$ cat src/rtl/mmb_pkg.sv
// ============================================================================
// mmb_pkg : shared types and helpers for the MMB burst splitter
// Revision: 1.0
// ============================================================================
`default_nettype none

package mmb_pkg;

  typedef enum logic [1:0] {
    ST_IDLE     = 2'd0,
    ST_RD_SPLIT = 2'd1,
    ST_WR_BURST = 2'd2
  } state_e;

  function automatic int unsigned min_len(input int unsigned a, input int unsigned b);
    return (a < b) ? a : b;
  endfunction

endpackage

`default_nettype wire

$ cat src/rtl/mmb_burst_splitter.sv
// ============================================================================
// mmb_burst_splitter : splits long slave bursts into master bursts of at most
//                      MAXBURST words; reads split by command, writes by beat.
// Revision: 1.0
// ============================================================================
`default_nettype none

module mmb_burst_splitter
  import mmb_pkg::*;
#(
  parameter int unsigned AWIDTH   = 8,
  parameter int unsigned DWIDTH   = 8,
  parameter int unsigned SBWIDTH  = 5,
  parameter int unsigned MBWIDTH  = 3,
  parameter int unsigned MAXBURST = 4
) (
  input  logic               clk,
  input  logic               reset,
  input  logic [AWIDTH-1:0]  s_addr,
  input  logic [SBWIDTH-1:0] s_bcnt,
  input  logic               s_wreq,
  input  logic [DWIDTH-1:0]  s_wdat,
  input  logic               s_rreq,
  output logic [DWIDTH-1:0]  s_rdat,
  output logic               s_rval,
  output logic               s_busy,
  output logic [AWIDTH-1:0]  m_addr,
  output logic [MBWIDTH-1:0] m_bcnt,
  output logic               m_wreq,
  output logic [DWIDTH-1:0]  m_wdat,
  output logic               m_rreq,
  input  logic [DWIDTH-1:0]  m_rdat,
  input  logic               m_rval,
  input  logic               m_busy
);

  state_e             state_q, state_d;
  logic [AWIDTH-1:0]  addr_q,  addr_d;
  logic [SBWIDTH-1:0] rem_q,   rem_d;
  logic [MBWIDTH-1:0] sub_q,   sub_d;

  logic [SBWIDTH-1:0] w_len;
  logic [SBWIDTH-1:0] w_first_len;
  logic [SBWIDTH-1:0] w_rem_len;
  logic               w_wr_acc;
  logic               w_rd_acc;

  always_comb begin
    w_len       = (s_bcnt == '0) ? SBWIDTH'(1) : s_bcnt;
    w_first_len = SBWIDTH'(min_len(32'(w_len), MAXBURST));
    w_rem_len   = SBWIDTH'(min_len(32'(rem_q), MAXBURST));
    w_wr_acc    = s_wreq & ~m_busy;
    w_rd_acc    = s_rreq & ~s_wreq & ~m_busy;
  end

  assign s_rdat = m_rdat;
  assign s_rval = m_rval;

  always_ff @(posedge clk or posedge reset) begin
    if (reset) begin
      state_q <= ST_IDLE;
      addr_q  <= '0;
      rem_q   <= '0;
      sub_q   <= '0;
    end else begin
      state_q <= state_d;
      addr_q  <= addr_d;
      rem_q   <= rem_d;
      sub_q   <= sub_d;
    end
  end

  // rem_q: words still owed after the current one; sub_q: beats left in the
  // current write sub-burst (zero means the next beat opens a new sub-burst).
  always_comb begin
    state_d = state_q;
    addr_d  = addr_q;
    rem_d   = rem_q;
    sub_d   = sub_q;
    case (state_q)
      ST_IDLE: begin
        if (w_wr_acc) begin
          if (w_len > SBWIDTH'(1)) begin
            state_d = ST_WR_BURST;
            rem_d   = w_len - SBWIDTH'(1);
            sub_d   = MBWIDTH'(w_first_len - SBWIDTH'(1));
            addr_d  = s_addr + AWIDTH'(w_first_len);
          end
        end else if (w_rd_acc && (32'(w_len) > MAXBURST)) begin
          state_d = ST_RD_SPLIT;
          rem_d   = w_len - SBWIDTH'(MAXBURST);
          addr_d  = s_addr + AWIDTH'(MAXBURST);
        end
      end
      ST_RD_SPLIT: begin
        if (!m_busy) begin
          if (32'(rem_q) <= MAXBURST) begin
            state_d = ST_IDLE;
            rem_d   = '0;
          end else begin
            rem_d  = rem_q - SBWIDTH'(MAXBURST);
            addr_d = addr_q + AWIDTH'(MAXBURST);
          end
        end
      end
      ST_WR_BURST: begin
        if (w_wr_acc) begin
          rem_d = rem_q - SBWIDTH'(1);
          if (sub_q == '0) begin
            sub_d  = MBWIDTH'(w_rem_len - SBWIDTH'(1));
            addr_d = addr_q + AWIDTH'(w_rem_len);
          end else begin
            sub_d = sub_q - MBWIDTH'(1);
          end
          if (rem_q == SBWIDTH'(1)) begin
            state_d = ST_IDLE;
            rem_d   = '0;
            sub_d   = '0;
          end
        end
      end
      default: state_d = ST_IDLE;
    endcase
  end

  // Reset gates the request strobes directly since it is asynchronous.
  always_comb begin
    s_busy = 1'b1;
    m_wreq = 1'b0;
    m_rreq = 1'b0;
    m_addr = addr_q;
    m_bcnt = MBWIDTH'(w_rem_len);
    m_wdat = s_wdat;
    if (!reset) begin
      case (state_q)
        ST_IDLE: begin
          m_addr = s_addr;
          m_bcnt = MBWIDTH'(w_first_len);
          m_wreq = s_wreq;
          m_rreq = s_rreq & ~s_wreq;
          s_busy = m_busy;
        end
        ST_RD_SPLIT: begin
          m_rreq = 1'b1;
          s_busy = 1'b1;
        end
        ST_WR_BURST: begin
          m_wreq = s_wreq;
          s_busy = m_busy;
        end
        default: begin
          s_busy = 1'b1;
        end
      endcase
    end
  end

endmodule

`default_nettype wire
$ cat config.mk
export PLATFORM = sky130hd
export DESIGN_NAME = mmb_burst_splitter
export DESIGN_NICKNAME = d
export VERILOG_FILES = /design/src/rtl/mmb_pkg.sv /design/src/rtl/mmb_burst_splitter.sv
export SDC_FILE = /design/constraint.sdc
export NUM_CORES = 1
export LEC_CHECK = 0
export CORE_MARGIN = 2
export CORE_UTILIZATION = 35
export DETAILED_ROUTE_END_ITERATION = 10
export MAX_ROUTING_LAYER = met4
export SLEW_MARGIN = 20
export SYNTH_ARGS = -nofsm -noshare
export SYNTH_HDL_FRONTEND = slang
export SYNTH_SLANG_ARGS = --single-unit
$ cat constraint.sdc
create_clock -name clk -period 3 [get_ports clk]
set_input_delay 0.45 -clock clk [delete_from_list [all_inputs] [get_ports clk]]
set_output_delay 0.45 -clock clk [all_outputs]
set_load 0.02 [all_outputs]
# Word level (Yosys, flattened, before mapping)
# Index checks and enable logic that the tools add are counted.
[word_totals]
register_bits = 18
out_inout_bits = 31
inputBits = 35
[classes]
mux = 43
eq_ne = 13
reduce_logical = 11
bitwise = 5
add_sub_neg = 11
magnitude_cmp = 5
[ops]
columns = ["cell", "n"]
rows = [
  ["$mux 8", 9],
  ["$mux 5", 10],
  ["$pmux 8 s3", 1],
  ["$mux 3", 7],
  ["$add 8x3->8 const B", 2],
  ["$add 8x5->8", 2],
  ["$ne 2x2->1 const B", 8],
  ["$pmux 5 s3", 1],
  ["$mux 2", 7],
  ["$lt 5x3->1 const B", 2],
  ["$sub 5x1->5 const B", 2],
  ["$sub 5x3->5 const B", 2],
  ["$sub 3x1->3 const B", 3],
  ["$reduce_and 7->1", 1],
  ["$ne 3x3->1 const B", 2],
  ["$pmux 2 s3", 1],
  ["$pmux 3 s2", 1],
  ["$reduce_and 6->1", 1],
  ["$eq 5x1->1 const B", 1],
  ["$gt 5x1->1 const B", 1],
  ["$gt 5x3->1 const B", 1],
  ["$le 5x3->1 const B", 1],
  ["$logic_not 5->1", 1],
  ["$mux 1", 5],
  ["other kinds (13)", 16],
]

# Longest topological paths before layout
# Gate-level depths: netlist of the first run.
[depth]
depth_word = 8
depth_mapped = 16

# Least setup slack after synthesis of the first run
# Ideal clock, no wire load.
[synth_path]
kind = "input to register"
start = "input s_bcnt[3]"
end = "register addr_q[4]"
slack_ns = 0.255
path_buffers = 0
setup_ns = 0.129
stages = 15
t_arrival_ns = 2.616
cell_sequence = "inv_1 -> ha_1 -> nand2b_1 -> o32ai_2 -> inv_2 -> nor2_1 -> ha_1 -> inv_1 -> fa_1 -> nor2b_1 -> o21ai_0 -> nor2b_1 -> xnor2_1 -> a211oi_1 -> o31ai_1"
[synth_via]
elab_chain_len = 8
elab_cells_between_ends = 14
classes_between = "add/sub (1); order compare (3); eq/ne (2); mux (5); reduce/logical (3)"
[synth_rtl]
columns = ["element", "line_no", "rtl"]
rows = [
  ["start: declaration", "mmb_burst_splitter.sv:20", "input logic [SBWIDTH-1:0] s_bcnt,"],
  ["$logic_not 5->1", "mmb_burst_splitter.sv:49", "w_len = (s_bcnt == '0) ? SBWIDTH'(1) : s_bcnt;"],
  ["$mux 5 (*)", "mmb_burst_splitter.sv:49", ""],
  ["$lt 5x3->1", "mmb_pkg.sv:16", "return (a < b) ? a : b;"],
  ["$mux 5", "mmb_pkg.sv:16", ""],
  ["$add 8x5->8", "mmb_burst_splitter.sv:87", "addr_d = s_addr + AWIDTH'(w_first_len);"],
  ["$mux 8", "mmb_burst_splitter.sv:83", "if (w_len > SBWIDTH'(1)) begin"],
  ["$mux 8", "mmb_burst_splitter.sv:82", "if (w_wr_acc) begin"],
  ["$pmux 8 s3", "mmb_burst_splitter.sv:80", "case (state_q)"],
  ["end signal: assignment", "mmb_burst_splitter.sv:67", "addr_q <= addr_d;"],
  ["end: declaration", "mmb_burst_splitter.sv:38", "logic [AWIDTH-1:0] addr_q, addr_d;"],
]
# Mark *: on every way between the ends. The rest lies on a longest branch, timed or not. The select of a mux whose other input is x is not followed.
# A chain may end at the register's enable or synchronous reset.

# Worst setup path in the final report of the first run
[layout_path]
start = "input s_bcnt[2]"
end = "output m_bcnt[0]"
[layout_via]
elab_chain_len = 6
[layout_rtl]
columns = ["element", "line_no", "rtl"]
rows = [
  ["$logic_not 5->1", "mmb_burst_splitter.sv:49", ""],
  ["$mux 5 (*)", "mmb_burst_splitter.sv:49", ""],
  ["$lt 5x3->1", "mmb_pkg.sv:16", ""],
  ["$mux 5 (*)", "mmb_pkg.sv:16", ""],
  ["$mux 3 (*)", "mmb_burst_splitter.sv:135", "case (state_q)"],
  ["$mux 3 (*)", "mmb_burst_splitter.sv:134", "if (!reset) begin"],
  ["end: declaration", "mmb_burst_splitter.sv:28", "output logic [MBWIDTH-1:0] m_bcnt,"],
]
# Mark *: on every way between the ends. The rest lies on a longest branch, timed or not.

==> results of run 1 <==
## worst register-to-register path: cells and delay by family (launching register included)
family          cells  cell delay, ns
buf+inv             1            0.06
fa+ha+maj           2            0.60
simple gates        4            0.79
flops               1            0.45
compound gates      4            0.74
## sequential cells by signal (all words and copies together), names as in the netlist
register / cells
addr_q: 8
sub_q: 3
state_q: 2
rem_q: 5
## power by group through the flow
stage                     Combinational [mW]  Sequential [mW]  Clock (mW)
final                                   2.08            0.506       0.211
after global routing                    2.30            0.525       0.228
after CTS                               2.05            0.503       0.221
after detailed placement                2.04            0.507           0
after global placement                  2.02            0.503           0
after floorplan                         1.46            0.467           0
## layer usage
metal,global-route usage,vias up
met2,0.3295,68
li1,-,1215
met3,0.03172,14
met4,0.04270,0
met1,0.2209,1169
met5,-,-
## logic make-up after synthesis
| logic type | synth area share |
|---|---|
| flops | 0.1811 |
| fa+ha+maj | 0.1620 |
| simple gates | 0.1987 |
| compound gates | 0.2364 |
| mux | 0.06237 |
| buf+inv | 0.1192 |
| xor+xnor | 0.03874 |
| other cells | 0.001508 |
## metrics by stage
step	TNS [ns]	power, mW	instance area, sq um	utilization
after floorplan	0	1.922	2499	-
after global placement	-0.9430	2.527	2974	0.4353
after detailed placement	-1.214	2.550	2974	0.4353
after CTS	0	2.775	3028	0.4432
after global routing	-0.09949	3.049	3095	0.4531
final	0	2.793	3095	0.4531
## worst min path at each step
stage                   start   endpoint  slack [ns]  depth (start not counted)
floorplan               reset  addr_q[0]        0.39                          1
global placement    addr_q[0]  addr_q[0]        0.53                          1
detailed placement  addr_q[1]  addr_q[1]        0.55                          1
CTS                  sub_q[1]   sub_q[1]        0.57                          2
global route        addr_q[1]  addr_q[1]        0.59                          1
finish              addr_q[7]  addr_q[7]        0.56                          2
## Yosys cell counts (3+ instances only)
cell type / n
nor3_1: 7
nor2b_1: 5
o21ai_0: 23
buf_4: 17
xor2_1: 3
mux2i_1: 5
dfrtp_1: 18
a221oi_1: 4
mux2_2: 7
a21oi_1: 18
nand2b_1: 5
o221ai_1: 3
a21o_1: 3
o22ai_1: 6
nand3_1: 8
inv_1: 28
o31ai_1: 3
ha_1: 29
xnor2_1: 8
clkbuf_1: 9
nand2_1: 31
buf_2: 3
a211oi_1: 7
nand3b_1: 3
nor2_1: 29
## area by class of cell
cell class / count / area (sq um)
clock buffers: 4 / 55.05
fillers: 726 / 3736
inverters: 29 / 108.9
multi-input cells: 252 / 1809
flip-flops and latches: 18 / 450.4
well taps: 96 / 120.1
repair buffers: 63 / 551.8
## what timing repair did
action                     4_1_cts  5_1_grt
resized for setup                1       18
hold buffers                     0        0
setup buffers                    0        1
setup endpoints to repair        1        7
pin swaps                        0        4
==> results.sh, run 1 <==
export IMPL_status="complete, no violations"
export IMPL_drt_vias_per_instance=5.338
export IMPL_numClockSinks=18
export IMPL_slew_headroom=0.4467
export IMPL_io_pin_count=66
export IMPL_tightest_slew_ns=0.8290
export IMPL_wl_met1_mm=3.024
export IMPL_drive_gt1_frac=0.1694
export IMPL_cts_tree="done"
export IMPL_crit_type="input port to output pin"
export IMPL_switching_share=0.4883
export IMPL_drtPass1Iterations=4
export IMPL_reg2reg_to="addr_q[6]"
export IMPL_yosysSeqAreaShare=0.1811
export IMPL_period_share=0.9638
export IMPL_finalSetupViolCount=0
export IMPL_met2WireLength_mm=3.523
export IMPL_yosysTopAreaCell="dfrtp_1"
export IMPL_final_cell_mix="32 x buf_4, 31 x nand2_1, 29 x clkdlybuf4s50_1"
export IMPL_syn_cell_area_sq_um=2487
export IMPL_grt_pass1_vias=2370
export IMPL_met3_length_microns=256
export IMPL_peakVddDrop_mv=0.5732
export IMPL_startpoint_type="input port"
export IMPL_pwr_share_comb=0.743
export IMPL_critical_path_depth=11
export IMPL_yosys_top_cells_area="dfrtp_1 18%, ha_1 15%, buf_4 5.1%"
export IMPL_drtIter0Drc=89
export IMPL_clkTransAtPathRegs_ns=0.08
export IMPL_clock_skew_ns=0.01374
export IMPL_highest_layer="met4"
export IMPL_pwr_share_seq=0.181
export IMPL_worst_path_dominant_cell_family="buffers and inverters"
export IMPL_clkPwrFrac=0.075
export IMPL_async_flop_share=1.000
export IMPL_worstRegToRegCells=11
export IMPL_drcViolationCount=0
export IMPL_root_buffer="clkbuf_8"
export IMPL_area_growth_pct=24.45
export IMPL_cp_startpoint="s_bcnt[2]"
export IMPL_mostFrequentLayoutCell="buf_4"
export IMPL_cp_slowest_cell="clkdlybuf4s50_1"
export IMPL_core_area_sq_um=6832
export IMPL_dieArea_sq_um=7797
export IMPL_fin_crit_ns=2.891
export IMPL_overflow=0
export IMPL_hold_slack_ns=0.5641
export IMPL_crit_fanout=3
export IMPL_power_leakage_nw=1.397
export IMPL_cts_buffers=3
export IMPL_ys_ff_latch=18
export IMPL_synth_top_cell_area_share=0.1811
export IMPL_hp_class="register to register"
export IMPL_dieHeight_microns=88.30
export IMPL_cellPowerDensity_nw_per_um2=902.3
export IMPL_synth_edff_count=0
export IMPL_crit_end="m_bcnt[0]"
export IMPL_dp_final_hpwl_mm=5.365
export IMPL_port_buffers=31
export IMPL_crit_buf_inv=5
export IMPL_synth_cell_types=58
export IMPL_grt_use_total=0.1864
export IMPL_final_cells=462
export IMPL_drt_wl_total_mm=6.901
export IMPL_max_stage_delay_ns=0.47
export IMPL_cts_max_level=1
export IMPL_slew_viol_final=0
export IMPL_hold_violations=0
export IMPL_required_ns=2.55
export IMPL_rows=30
export IMPL_ant_nets=0
export IMPL_place_gp_congestion=0.8742
export IMPL_p_int_mw=1.429
export IMPL_p_sw_mw=1.364
export IMPL_diodes=0
export IMPL_initial_utilization=0.3641
export IMPL_avgSynthCellArea_sq_um=7.630
export IMPL_grt_pass1_wl_mm=11.12
export IMPL_synthCells=326
export IMPL_vias=2466
export IMPL_antenna_found_initial=0
export IMPL_dp_cells=457
export IMPL_yosys_warnings=0
export IMPL_setup_ws_ns=0.1086
export IMPL_grt_max_degree=23
export IMPL_rr_startpoint="rem_q[4]"
export IMPL_max_freq_mhz=345.9
export IMPL_maxCapViolations=0
export IMPL_clk_latency_ns=0.27
export IMPL_end_kind="output pin"
export IMPL_fin_nets=433
export IMPL_rrSetupSlack_ns=0.27
export IMPL_arrival_ns=2.44
export IMPL_dp_slack_ns=-0.2377
export IMPL_synthFlopType="dfrtp_1"
export IMPL_crit_chain="clkdlybuf4s50_1 > inv_1 > ha_1 > nand2b_1 > nor2_1 > or2_4 > inv_2 > nor2_2 > buf_4 > mux2_2 > dlygate4sd2_1"
export IMPL_routedWlPerCell_microns=14.94
export IMPL_clk_path_buf_depth=2
export IMPL_die_w_microns=88.30
(Power assumes the default switching activity.)
==> inputs of run 2 (changes only) <==
--- a/config.mk
+++ b/config.mk
@@ -5,11 +5,12 @@
 export SDC_FILE = /design/constraint.sdc
 export NUM_CORES = 1
 export LEC_CHECK = 0
+export ABC_AREA = 1
 export CORE_MARGIN = 2
-export CORE_UTILIZATION = 35
+export CORE_UTILIZATION = 25
 export DETAILED_ROUTE_END_ITERATION = 10
 export MAX_ROUTING_LAYER = met4
-export SLEW_MARGIN = 20
+export SLEW_MARGIN = 15
 export SYNTH_ARGS = -nofsm -noshare
 export SYNTH_HDL_FRONTEND = slang
 export SYNTH_SLANG_ARGS = --single-unit
==> run 2 against run 1 <==
Against the previous run: synthesized cell count increased by 37%; sequential share of layout area decreased by 0.98 points; total power decreased by 0.73%; wire length increased by 14%; clock skew decreased by 0.012 ns; die area increased by 55%; combinational power about the same; critical path type unchanged.
==> results.sh, run 2 <==
export IMPL_status="complete, no violations"
export IMPL_cts_hold_buf=0
export IMPL_diodes=0
export IMPL_grt_pass1_wl_mm=13.28
export IMPL_yosysSeqAreaShare=0.1604
export IMPL_drcViolationCount=0
export IMPL_largest_register_ffs=8
export IMPL_synth_most_common_cell="nand2_1"
export IMPL_syn_cell_area_sq_um=2808
export IMPL_tns_ns=0
export IMPL_root_buffer="clkbuf_8"
export IMPL_cts_tree="done"
export IMPL_num_fill_cells=1168
export IMPL_synth_edff_count=0
export IMPL_yosys_top_cells_area="nand2_1 18%, dfrtp_1 16%, ha_1 13%"
export IMPL_slew_viol_final=0
export IMPL_drt_wl_total_mm=7.870
export IMPL_maxCapViolations=0
export IMPL_hp_class="register to register"
export IMPL_end_kind="output pin"
export IMPL_io_pin_count=66
export IMPL_cellPowerDensity_nw_per_um2=835.3
export IMPL_rows=38
export IMPL_yosysTopAreaCell="nand2_1"
export IMPL_hold_violations=0
export IMPL_fin_nets=542
export IMPL_pwr_share_comb=0.747
export IMPL_drtPass1Iterations=4
export IMPL_clk_path_buf_depth=2
export IMPL_grt_use_total=0.1416
export IMPL_top_register="addr_q"
export IMPL_port_buffers=31
export IMPL_switching_share=0.5492
export IMPL_drive_gt1_frac=0.1200
export IMPL_core_area_sq_um=10890
export IMPL_dp_final_hpwl_mm=6.482
export IMPL_yosys_warnings=0
export IMPL_pwr_share_seq=0.177
export IMPL_ant_nets=0
export IMPL_p_int_mw=1.250
export IMPL_drt_vias_per_instance=4.659
export IMPL_p_sw_mw=1.523
export IMPL_area_growth_pct=18.23
export IMPL_period_share=0.9474
export IMPL_die_w_microns=110.0
export IMPL_routedWlPerCell_microns=12.80
export IMPL_peakVddDrop_mv=0.5210
export IMPL_ys_ff_latch=18
export IMPL_fin_crit_ns=2.842
export IMPL_grt_pass1_vias=2832
export IMPL_ff_latch_area_sq_um=450.4
export IMPL_initial_utilization=0.2579
export IMPL_mostFrequentLayoutCell="nand2_1"
export IMPL_synth_top_cell_area_share=0.1818
export IMPL_crit_fanout=4
export IMPL_place_gp_congestion=0.9278
export IMPL_arrival_ns=2.39
export IMPL_startpoint_type="input port"
export IMPL_antenna_found_initial=0
export IMPL_power_leakage_nw=1.705
export IMPL_final_cell_mix="136 x nand2_1, 57 x inv_1, 31 x o21ai_0"
export IMPL_cts_max_level=1
export IMPL_vias=2865
export IMPL_clock_skew_ns=0.001605
export IMPL_grt_setup_unrepaired="no"
export IMPL_numClockSinks=18
export IMPL_cts_buffers=3
export IMPL_required_ns=2.55
export IMPL_ys_top_cells_by_count="136 x nand2_1, 60 x inv_1, 32 x o21ai_0"
export IMPL_dieArea_sq_um=12090
export IMPL_synth_cell_types=39
export IMPL_power_mw=2.773
export IMPL_overflow=0
export IMPL_drtIter0Drc=275
export IMPL_crit_type="input port to output pin"
export IMPL_multi_input_area_sq_um=1969
export IMPL_synthCells=447
export IMPL_max_freq_mhz=351.9
export IMPL_dieHeight_microns=110.0
export IMPL_grt_max_degree=19
export IMPL_async_flop_share=1.000
export IMPL_finalSetupViolCount=0
export IMPL_clk_latency_ns=0.26
export IMPL_avgSynthCellArea_sq_um=6.281
export IMPL_clkTransAtPathRegs_ns=0.08
export IMPL_synthFlopType="dfrtp_1"
export IMPL_clkPwrFrac=0.075
export IMPL_top_regs="addr_q (8), rem_q (5), sub_q (3)"
-- run 2: changes by cell type in the layout (fill, tap and decap cells not counted), sizes merged, moves of 5 or more --
cell    previous run  this run
buf               32        14
inv               29        68
mux2               9         0
xnor2              8         3
nor2b              5         0
o21ai             25        44
nand3              8        38
nand4              2         7
nor3               7         2
nand2             31       140
nand2b             5         0
a211oi             7         0
-- run 2: critical path: stages --
cell             delay (ns)
clkdlybuf4s50_1        0.43
inv_2                  0.09
ha_4                   0.15
nand3_4                0.08
o21ai_2                0.09
nand2_4                0.06
inv_1                  0.07
nand2_1                0.08
o21ai_0                0.23
clkdlybuf4s50_1        0.65
-- run 2: area by class of cell --
class                           instances  area share
Multi-Input combinational cell        340      0.5933
Sequential cell                        18      0.1357
Timing Repair Buffer                   45      0.1248
Inverter                               68     0.07689
Tap cell                              140     0.05277
Clock buffer                            4     0.01659
-- run 2: repair_timing --
action	CTS	global route
resized for setup	2	7
endpoints found under the setup margin	2	6
pin swaps	0	0
buffers inserted	0	0
-- run 2: per-stage QoR --
stage / hold WS (ns) / setup WS, ns / instances / util / area [sq um]
finish: 0.5527 / 0.1579 / 615 / 0.3049 / 3319
global route: 0.5901 / 0.01953 / 615 / 0.3049 / 3319
CTS: 0.5493 / 0.05759 / 615 / 0.3035 / 3304
detailed placement: 0.5300 / -0.06124 / 611 / 0.2983 / 3248
global placement: 0.5259 / 0.02622 / 611 / 0.2983 / 3248
floorplan: 0.3970 / 0.5489 / 450 / - / 2819
-- run 2: power groups by stage --
stage	Clock (mW)	Sequential, mW	Combinational [mW]
2_1_floorplan	0	0.450	1.52
3_3_place_gp	0	0.490	2.04
3_5_place_dp	0	0.496	2.06
4_1_cts	0.212	0.492	2.07
5_1_grt	0.223	0.510	2.34
6_report	0.209	0.492	2.07
-- run 2: logic make-up (layout without fill, tap and decap cells) --
group | after synthesis | in the layout | synth area share
multiplexers | 1 | 1 | 0.003565
XOR/XNOR | 5 | 5 | 0.01560
AO/OA/AOI/OAI | 77 | 77 | 0.1511
other | 1 | 4 | 0.001336
AND/OR/NAND/NOR | 222 | 222 | 0.3761
buffers and inverters | 92 | 117 | 0.1484
adder cells (fa/ha/maj) | 31 | 31 | 0.1435
flip-flops | 18 | 18 | 0.1604
-- run 2: path summary, 6_finish.rpt --
kind | from | to | slack (ns) | cells after the start
worst min register to register | addr_q[7] | addr_q[7] | 0.55 | 2
worst max-delay path | s_bcnt[2] | m_bcnt[0] | 0.16 | 10
worst min-delay path | addr_q[7] | addr_q[7] | 0.55 | 2
max in group asynchronous | reset | sub_q[1] | 2.11 | 3
min in group asynchronous | reset | addr_q[4] | 0.68 | 3
worst max register to register | rem_q[2] | addr_q[4] | 0.51 | 15
-- run 2: layer usage --
metal	global-route usage	routed length [microns]
met1	0.1863	3730
met2	0.2331	3627
met3	0.002352	300
met4	0.05425	212
met5	-	0
